===== src/rtl/move_fifo_sched_pkg.sv =====
`default_nettype none
// ============================================================================
// Module      : move_fifo_sched_pkg
// Description : Shared constants for the move-code FIFO scheduler.
// Revision    : 1.0 - initial release
// ============================================================================
package move_fifo_sched_pkg;

    localparam int c_DW        = 2;
    localparam int c_DEPTH_DEF = 16;
    localparam int c_PACE_DEF  = 4;

    // 2-bit face-turn move codes carried through the FIFO
    localparam logic [1:0] c_MOVE_CW   = 2'd0;
    localparam logic [1:0] c_MOVE_CCW  = 2'd1;
    localparam logic [1:0] c_MOVE_HALF = 2'd2;
    localparam logic [1:0] c_MOVE_NONE = 2'd3;

    localparam logic [1:0] c_ST_IDLE = 2'd0;
    localparam logic [1:0] c_ST_POP  = 2'd1;
    localparam logic [1:0] c_ST_WAIT = 2'd2;

endpackage
`default_nettype wire


===== src/rtl/move_fifo_sched_if.sv =====
`default_nettype none
// ============================================================================
// Module      : move_fifo_sched_if
// Description : Producer-side valid/ready bundle for the move scheduler.
// Revision    : 1.0 - initial release
// ============================================================================
interface move_fifo_sched_if
    import move_fifo_sched_pkg::*;
#(
    parameter int NREQ = 3,
    parameter int DW   = c_DW
) ();

    logic [NREQ-1:0]    req_valid;
    logic [NREQ*DW-1:0] req_data;
    logic [NREQ-1:0]    req_ready;

    modport master (output req_valid, output req_data, input  req_ready);
    modport slave  (input  req_valid, input  req_data, output req_ready);

endinterface
`default_nettype wire


===== src/rtl/move_fifo_sched_rr_arbiter.sv =====
`default_nettype none
// ============================================================================
// Module      : rr_arbiter
// Description : Combinational round-robin pick of the first request at or
//               after ptr; block suppresses every grant.
// Revision    : 1.0 - initial release
// ============================================================================
module rr_arbiter
    import move_fifo_sched_pkg::*;
#(
    parameter int NREQ  = 3,
    parameter int PTR_W = (NREQ > 1) ? $clog2(NREQ) : 1
) (
    input  wire logic [NREQ-1:0]  req,
    input  wire logic [PTR_W-1:0] ptr,
    input  wire logic             block,
    output logic      [NREQ-1:0]  gnt,
    output logic      [PTR_W-1:0] idx
);

    int w_best;
    int w_sel;
    int w_dist;

    // Pick the valid requester with the smallest rotational distance from ptr
    always_comb begin
        w_best = NREQ;
        w_sel  = 0;
        w_dist = 0;
        for (int i = 0; i < NREQ; i++) begin
            w_dist = (i >= int'(ptr)) ? (i - int'(ptr)) : (i + NREQ - int'(ptr));
            if (req[i] && !block && (w_dist < w_best)) begin
                w_best = w_dist;
                w_sel  = i;
            end
        end
        for (int i = 0; i < NREQ; i++) begin
            gnt[i] = (w_best < NREQ) && (w_sel == i);
        end
        idx = w_sel[PTR_W-1:0];
    end

endmodule
`default_nettype wire


===== src/rtl/move_fifo_sched.sv =====
`default_nettype none
// ============================================================================
// Module      : move_fifo_sched
// Description : Arbitrates producers onto the move FIFO write port and paces
//               reads while tracking committed occupancy.
// Revision    : 1.0 - initial release
// ============================================================================
module move_fifo_sched
    import move_fifo_sched_pkg::*;
#(
    parameter int NREQ  = 3,
    parameter int DW    = c_DW,
    parameter int DEPTH = c_DEPTH_DEF,
    parameter int CNT_W = 5,
    parameter int PACE  = c_PACE_DEF
) (
    input  wire logic          clk,
    input  wire logic          reset,
    move_fifo_sched_if.slave   req_if,
    input  wire logic          enable,
    input  wire logic          cons_ready,
    output logic               fifo_wr,
    output logic [DW-1:0]      fifo_din,
    output logic               fifo_rd,
    output logic [CNT_W-1:0]   count,
    output logic               full,
    output logic               empty
);

    localparam int c_PTR_W  = (NREQ > 1) ? $clog2(NREQ) : 1;
    localparam int c_PACE_W = $clog2(PACE + 1);
    localparam logic [c_PACE_W-1:0] c_PACE_LOAD = c_PACE_W'(PACE - 2);

    logic [c_PTR_W-1:0]  r_ptr;
    logic [1:0]          r_state;
    logic [c_PACE_W-1:0] r_pace;
    logic [CNT_W-1:0]    r_count;
    logic                r_fifo_wr;
    logic [DW-1:0]       r_fifo_din;
    logic                r_fifo_rd;

    logic [NREQ-1:0]     w_gnt;
    logic [c_PTR_W-1:0]  w_idx;
    logic                w_full;
    logic                w_xfer;
    logic                w_pop;
    logic [DW-1:0]       w_data;

    assign w_full = (r_count == CNT_W'(DEPTH));

    // Reset gates the grant so producers never see ready while state is clearing
    rr_arbiter #(
        .NREQ  (NREQ),
        .PTR_W (c_PTR_W)
    ) u_rr_arbiter (
        .req   (req_if.req_valid),
        .ptr   (r_ptr),
        .block (w_full | reset),
        .gnt   (w_gnt),
        .idx   (w_idx)
    );

    assign req_if.req_ready = w_gnt;
    assign w_xfer           = |w_gnt;

    always_comb begin
        w_data = '0;
        for (int i = 0; i < NREQ; i++) begin
            if (w_gnt[i]) begin
                w_data = req_if.req_data[i*DW +: DW];
            end
        end
    end

    // The in-flight write is excluded so a pop never overtakes its own write
    assign w_pop = (r_state == c_ST_IDLE) && enable && cons_ready &&
                   (r_count > CNT_W'(r_fifo_wr));

    always_ff @(posedge clk or posedge reset) begin
        if (reset) begin
            r_ptr      <= '0;
            r_count    <= '0;
            r_fifo_wr  <= 1'b0;
            r_fifo_din <= c_MOVE_CW;
        end else begin
            r_fifo_wr <= w_xfer;
            if (w_xfer) begin
                r_fifo_din <= w_data;
                r_ptr      <= (w_idx == c_PTR_W'(NREQ - 1)) ? '0 : w_idx + 1'b1;
            end
            case ({w_xfer, w_pop})
                2'b10:   r_count <= r_count + 1'b1;
                2'b01:   r_count <= r_count - 1'b1;
                default: r_count <= r_count;
            endcase
        end
    end

    always_ff @(posedge clk or posedge reset) begin
        if (reset) begin
            r_state   <= c_ST_IDLE;
            r_pace    <= '0;
            r_fifo_rd <= 1'b0;
        end else begin
            r_fifo_rd <= 1'b0;
            case (r_state)
                c_ST_IDLE: begin
                    if (w_pop) begin
                        r_state   <= c_ST_POP;
                        r_fifo_rd <= 1'b1;
                    end
                end
                c_ST_POP: begin
                    r_pace  <= c_PACE_LOAD;
                    r_state <= (PACE > 2) ? c_ST_WAIT : c_ST_IDLE;
                end
                c_ST_WAIT: begin
                    if (r_pace <= c_PACE_W'(1)) begin
                        r_pace  <= '0;
                        r_state <= c_ST_IDLE;
                    end else begin
                        r_pace <= r_pace - 1'b1;
                    end
                end
                default: r_state <= c_ST_IDLE;
            endcase
        end
    end

    assign fifo_wr  = r_fifo_wr;
    assign fifo_din = r_fifo_din;
    assign fifo_rd  = r_fifo_rd;
    assign count    = r_count;
    assign full     = w_full;
    assign empty    = (r_count == '0);

endmodule
`default_nettype wire


===== src/flat_wrapper.sv =====
// flat-port wrapper written by rule: the top's interface ports become plain ports
module move_fifo_sched_flat import move_fifo_sched_pkg::*;
#(
    parameter int NREQ  = 3,
    parameter int DW    = c_DW,
    parameter int DEPTH = c_DEPTH_DEF,
    parameter int CNT_W = 5,
    parameter int PACE  = c_PACE_DEF
)
  (clk, reset, enable, cons_ready, fifo_wr, fifo_din, fifo_rd, count, full, empty, req_if_req_valid, req_if_req_data, req_if_req_ready);
  move_fifo_sched_if #(.NREQ(NREQ), .DW(DW)) req_if_i ();
  input  wire logic clk;
  input  wire logic reset;
  input  wire logic enable;
  input  wire logic cons_ready;
  output logic fifo_wr;
  output logic [DW-1:0] fifo_din;
  output logic fifo_rd;
  output logic [CNT_W-1:0] count;
  output logic full;
  output logic empty;
  input wire logic [$bits(req_if_i.req_valid)-1:0] req_if_req_valid;
  input wire logic [$bits(req_if_i.req_data)-1:0] req_if_req_data;
  output wire logic [$bits(req_if_i.req_ready)-1:0] req_if_req_ready;
  assign req_if_i.req_valid = req_if_req_valid;
  assign req_if_i.req_data = req_if_req_data;
  assign req_if_req_ready = req_if_i.req_ready;
  move_fifo_sched #(.NREQ(NREQ), .DW(DW), .DEPTH(DEPTH), .CNT_W(CNT_W), .PACE(PACE)) u_core (.clk(clk), .reset(reset), .req_if(req_if_i), .enable(enable), .cons_ready(cons_ready), .fifo_wr(fifo_wr), .fifo_din(fifo_din), .fifo_rd(fifo_rd), .count(count), .full(full), .empty(empty));
endmodule

===== config.mk =====
export PLATFORM = sky130hd
export DESIGN_NAME = move_fifo_sched_flat
export DESIGN_NICKNAME = d
export VERILOG_FILES = /design/src/rtl/move_fifo_sched_pkg.sv /design/src/rtl/move_fifo_sched_if.sv /design/src/rtl/move_fifo_sched_rr_arbiter.sv /design/src/rtl/move_fifo_sched.sv /design/src/flat_wrapper.sv
export SDC_FILE = /design/constraint.sdc
export NUM_CORES = 1
export LEC_CHECK = 0
export ABC_AREA = 1
export BUFFER_PORTS_ARGS = -buffer_cell sky130_fd_sc_hd__buf_2
export CORE_MARGIN = 5
export CORE_UTILIZATION = 30
export DETAILED_ROUTE_END_ITERATION = 10
export GPL_ROUTABILITY_DRIVEN = 1
export PLACE_DENSITY_LB_ADDON = 0.12
export SLEW_MARGIN = 10
export SYNTH_ARGS = -nofsm -noshare
export SYNTH_HDL_FRONTEND = slang
export SYNTH_HIERARCHICAL = 1
export SYNTH_SLANG_ARGS = --single-unit

===== constraint.sdc =====
create_clock -name clk -period 7.6 [get_ports clk]
set_input_delay 1.14 -clock clk [delete_from_list [all_inputs] [get_ports clk]]
set_output_delay 1.14 -clock clk [all_outputs]
set_load 0.05 [all_outputs]

==> flow_summary.toml, run 1 <==
[clock_tree]
clock-sinks = 16
post-cts-setup-buffers = 0
insertion_delay_ns = 0.25
cts_hold_buffers = 0
cts_tree = "built"
cts_root_buffer = "clkbuf_8"
clk_pin_slew_ns = 0.06
cts_buffers = 3
cts_resized = 0
cts.htree.levels = 1
clock_path_buffers = 2

[global_route]
first_global_vias = 1218
grt_pass1_wl_mm = 5.12
gr-usage-met2_pct = 15.9
grt-ovfl-total = 0
grt_util_met1_pct = 13.9
grtUsageMet3_pct = 2.89
grt_usage_pct = 10.3
top_usage_layer = "met2"
grt_start_max_net_pins = 18
antenna_found_initial = 0

[routing]
routed_wl_mm = 2.85
drc_errors = 0
num_vias = 1202
vias_per_cell = 4.45
drtIter0Drc = 44
drtPass1Iterations = 4
drtAntennaViolNets = 0
wl_per_cell_um = 10.5

[pwr]
leakage_nw = 0.976
power.density_mw_per_mm2 = 436
ir_worst_vdd_uv = 200
power_w = 0.000710

[yosys]
yosys_register_bits = 16
yosysSeqAreaShare_pct = 29.3
yosysWarnings = 6
yosysUniqueCellTypes = 30
synth_fp_nets = 220
synth_cells = 187
syn_area_per_cell_um2 = 7.32
netlist_area_mm2 = 0.00137

[layout]
layout.nets = 252
antennaDiodeCount = 0
drive_above_1_share_pct = 22.5
design_area_mm2 = 0.00163
area.growth.synth_to_final_pct = 18.8

[floorplanning]
initial_utilization_pct = 31.2
dieArea_mm2 = 0.00601
rows = 24
io_pins = 27
die_h_um = 77.5
die_w_um = 77.5
core_area_mm2 = 0.00438

[timing]
whs_ns = 0.488
setup_viol_count_final = 0
hold_viol = 0
fin_skew_ns = 0.00528
layout_min_cycle_time_ns = 5.15
fin_ws_ns = 2.45
max_slew_margin_pct = 63.7
maxSlewViolCount = 0
tightest_slew_ns = 0.542
fin_tns_setup_ns = 0
grt_setup_unrepaired = "false"
fmax_mhz = 194
fin_crit_sh_pct = 67.7

[worst_setup_path]
start_kind = "input port"
required_ns = 6.46
critPathKind = "input port to output port"
cp-end-kind = "output port"
crit_arrival_ns = 4.01
worst-path-max-fanout = 17

[placement]
gp_congestion = 0.827
place_ws_ns = 2.28
port_buffers = 26
hpwlAfterDp_mm = 2.32
post_dp_cell_area_mm2 = 0.00157

[min_path]
hold_path.class = "flop to flop"

[flow_run]
maxCapViolations = 0

[run_status]
status = "complete, no violations"
[path summary, 6_finish.rpt]
kind | start | to | slack [ns] | depth (start not counted)
worst max-delay path | reset | req_if_req_ready[2] | 2.45 | 23
worst min-delay path | u_core/fifo_din[0]$_DFFE_PP0P_ | u_core/fifo_din[0]$_DFFE_PP0P_ | 0.49 | 2
worst max register to register | u_core/count[2]$_DFFE_PP0P_ | u_core/count[4]$_DFFE_PP0P_ | 3.07 | 37
worst min register to register | u_core/fifo_din[0]$_DFFE_PP0P_ | u_core/fifo_din[0]$_DFFE_PP0P_ | 0.49 | 2
max in group asynchronous | reset | u_core/fifo_wr$_DFF_PP0_ | 6.52 | 3
min in group asynchronous | reset | u_core/r_pace[2]$_DFFE_PP0P_ | 0.89 | 3
[power by group]
part	internal [W]	leakage [nW]	switching, W
Clock	0.0000459	0.0288	0.0000292
Sequential	0.000125	0.198	0.0000415
Combinational	0.000147	0.749	0.000321
[cell usage in the layout (no fill, tap or decap), types with 2 or more instances in the layout]
cell,instances
nand3_1,13
nand2_2,6
o31ai_1,2
inv_2,2
o21ai_0,6
nor2_2,4
nand4_1,2
clkbuf_8,4
nand2_1,47
inv_1,35
xnor2_1,2
nor2_1,8
o21ai_1,2
a21oi_1,7
buf_2,26
ha_1,20
dfrtp_1,16
[routing by layer]
layer  vias to the layer above  part of all wire (%)
li1                        650                     -
met2                        28                    43
met5                         -                     0
met4                         0                   1.5
met1                       518                    51
met3                         6                   4.9
[cells in the mapped netlist]
cell / count / area (um2)
xnor2_1: 2 / 17.5
inv_1: 35 / 131
o22ai_1: 1 / 6.26
o21ai_1: 2 / 10.0
o21ai_2: 1 / 8.76
a31oi_1: 1 / 6.26
ha_1: 20 / 250
and3_1: 1 / 6.26
a21oi_1: 7 / 35.0
o211a_1: 1 / 10.0
nand2_2: 6 / 37.5
o21bai_1: 1 / 7.51
nand3b_1: 1 / 7.51
o31ai_1: 2 / 15.0
o21ai_0: 6 / 30.0
a21oi_2: 1 / 8.76
nand3_1: 13 / 65.1
nand4_2: 1 / 12.5
nor3_2: 1 / 10.0
xor2_1: 1 / 8.76
nor2_2: 4 / 25.0
inv_2: 2 / 7.51
nor2_1: 8 / 30.0
conb_1: 1 / 3.75
nand3_2: 1 / 10.0
dfrtp_1: 16 / 400
nand4_1: 2 / 12.5
nand2_4: 1 / 11.3
nand2_1: 47 / 176
a21o_1: 1 / 7.51
[flip-flops by register name (all words and copies together), names as in the netlist]
name	flops
u_core/r_ptr	2
u_core/fifo_din	2
u_core/fifo_wr	1
u_core/count	5
u_core/r_pace	3
u_core/r_state	2
u_core/fifo_rd	1
[layout make-up]
type,instances,area (um2)
Clock buffer,4,55.1
Multi-Input combinational cell,134,830
Timing Repair Buffer,27,138
Inverter,37,139
Fill cell,486,2760
Sequential cell,16,400
Tap cell,52,65.1
[critical path, cell delays in order]
cell,delay [ns]
buf_2,0.09
inv_1,0.04
buf_4,0.23
o21ai_0,0.16
inv_2,0.13
nand2_1,0.07
nor2_1,0.14
ha_1,0.25
nand2_1,0.08
nand2_2,0.08
nand2_4,0.09
nand2_1,0.05
o21ai_1,0.10
inv_1,0.07
ha_1,0.27
nand2_1,0.06
nand2_1,0.04
nand2_1,0.05
nand2_1,0.04
nand2_1,0.06
nand2_2,0.07
nor2_1,0.32
buf_2,0.34
[kinds of logic (layout without fill, tap and decap cells)]
family	count (synthesis)	after routing	share of synthesized area (%)
and+or+nand+nor	86	86	29.5
buffers and inverters	37	68	10.1
AOI/OAI and AO/OA	24	24	10.6
adders and majority gates	20	20	18.3
DFF	16	16	29.3
xor gates and xnor gates	3	3	1.92
other	1	1	0.274
[metrics by stage]
step / utilization (%) / instances
finish: 37.1 / 270
global route: 37.1 / 270
CTS: 37.1 / 270
detailed placement: 35.8 / 266
global placement: 35.8 / 266
floorplan: - / 187
No activity file was read; power rests on OpenSTA's default activity.
==> run 2, diff against run 1 <==
==> constraint.sdc (replaced) <==
create_clock -name clk -period 5.2 [get_ports clk]
set_input_delay 0.78 -clock clk [delete_from_list [all_inputs] [get_ports clk]]
set_output_delay 0.78 -clock clk [all_outputs]
set_load 0.05 [all_outputs]
==> flow_summary.toml, run 2 (synthesis results as in run 1) <==
[run_status]
status = "complete, no violations"

[global_route]
grt_usage_pct = 9.59
antenna_found_initial = 0
first_global_vias = 1130
grt-ovfl-total = 0
grt_pass1_wl_mm = 4.82
grt_start_max_net_pins = 17

[worst_setup_path]
path_cells = "nor2_2 > nand3_1 > o21ai_0 > inv_2 > nand2_1 > nor2_1 > ha_1 > a21o_1 > nor2_2 > nand2_2 > nand2_4 > nand2_1 > o21ai_1 > inv_1 > ha_1 > nand2_1 > nand2_1 > nand2_1 > nand2_1 > nand2_1 > nand2_2 > nor2_1 > buf_2"
crit_slowest_cell = "dfrtp_1"
worst-path-max-fanout = 6
required_ns = 4.42
cp_common_cell = "nand2_1"
slowest_delay_ns = 0.43
crit_arrival_ns = 3.53
rr_startpoint = "u_core/count[2]$_DFFE_PP0P_"
start_kind = "flop"
critPathKind = "flop to output port"
r2r_end = "u_core/count[4]$_DFFE_PP0P_"
cp-end-kind = "output port"
r2r_slack_ns = 0.92
reg2reg_depth = 35

[min_path]
min_to = "u_core/fifo_din[0]$_DFFE_PP0P_"
hold_path.class = "flop to flop"
hp-start = "u_core/fifo_din[0]$_DFFE_PP0P_"
hold_depth = 2

[layout]
drive_above_1_share_pct = 22.8
layout.nets = 253
area.growth.synth_to_final_pct = 19.4
largest_reg_flops = 5
final_common_cell = "nand2_1"
final_cell_mix = "nand2_1 (47), inv_1 (35), buf_2 (26)"
antennaDiodeCount = 0
final_util_pct = 37.3
design_area_mm2 = 0.00163

[timing]
maxSlewViolCount = 0
grt_setup_unrepaired = "false"
layout_min_cycle_time_ns = 4.31
fin_crit_sh_pct = 82.9
fin_skew_ns = 0.00324
fin_tns_setup_ns = 0
setup_viol_count_final = 0
hold_viol = 0
fmax_mhz = 232

[routing]
wl_per_cell_um = 10.3
num_vias = 1196
drtIter0Drc = 53
routed_wl_mm = 2.80
drc_errors = 0
drtAntennaViolNets = 0
vias_per_cell = 4.41
drtPass1Iterations = 4

[clock_tree]
cts_buffers = 3
cts_hold_buffers = 0
cts_tree = "built"
insertion_delay_ns = 0.25
clock_path_buffers = 2
clock-sinks = 16
post-cts-setup-buffers = 0
cts_resized = 0
cts_root_buffer = "clkbuf_8"
cts.htree.levels = 1
clk_pin_slew_ns = 0.06

[pwr]
power.density_mw_per_mm2 = 634
ir_worst_vdd_uv = 255
leakage_nw = 0.981

[floorplanning]
rows = 24
core_area_mm2 = 0.00438
io_pins = 27
dieArea_mm2 = 0.00601
die_h_um = 77.5
initial_utilization_pct = 31.2
die_w_um = 77.5

[placement]
gp_congestion = 0.694
hpwlAfterDp_mm = 2.37
port_buffers = 26
post_dp_cell_area_mm2 = 0.00158

[flow_run]
maxCapViolations = 0
[run 2: per-layer routing]
| layer | up-vias | track usage, % | share of wire (%) |
|---|---|---|---|
| li1 | 653 | - | - |
| met1 | 521 | 13.7 | 53 |
| met2 | 20 | 14.6 | 42 |
| met3 | 2 | 2.66 | 4.3 |
| met4 | 0 | 1.55 | 0.50 |
| met5 | - | 0 | 0 |
[run 2: worst max-delay path by stage]
stage | to | cells after the start | slack (ns) | start
2_1_floorplan | u_core/count[4]$_DFFE_PP0P_ | 33 | 0.14 | reset
3_3_place_gp | u_core/count[4]$_DFFE_PP0P_ | 34 | 0.74 | reset
3_5_place_dp | u_core/count[4]$_DFFE_PP0P_ | 36 | 0.75 | reset
4_1_cts | req_if_req_ready[2] | 23 | 0.82 | u_core/count[2]$_DFFE_PP0P_
5_1_grt | u_core/count[4]$_DFFE_PP0P_ | 35 | 0.41 | u_core/count[2]$_DFFE_PP0P_
6_report | req_if_req_ready[2] | 23 | 0.89 | u_core/count[2]$_DFFE_PP0P_
[run 2: worst max-delay path, delay by kind of cell, from the launching register on]
family,cells,cell delay [ns]
flops,1,0.43
buf+inv,3,0.51
simple gates,15,1.39
compound gates,3,0.49
fa+ha+maj,2,0.44
[run 2: stage by stage]
stage	total power [W]	worst slack, ns	hold slack [ns]	instances
floorplan	0.000783	0.135	0.467	187
global placement	0.000943	0.744	0.471	267
detailed placement	0.000941	0.749	0.469	267
CTS	0.00106	0.824	0.486	271
global route	0.00116	0.409	0.540	271
finish	0.00104	0.891	0.478	271
[run 2: where the power goes]
part           internal [W]  switching [W]  leakage, nW
logic              0.000220       0.000468        0.754
clock network     0.0000672      0.0000421       0.0288
registers          0.000183      0.0000559        0.198
[run 2: layout make-up]
| cell class | instances | area [um2] |
|---|---|---|
| Inverter | 37 | 139 |
| Clock buffer | 4 | 55.1 |
| Timing Repair Buffer | 28 | 145 |
| Tap cell | 52 | 65.1 |
| Multi-Input combinational cell | 134 | 830 |
| Fill cell | 506 | 2750 |
| Sequential cell | 16 | 400 |
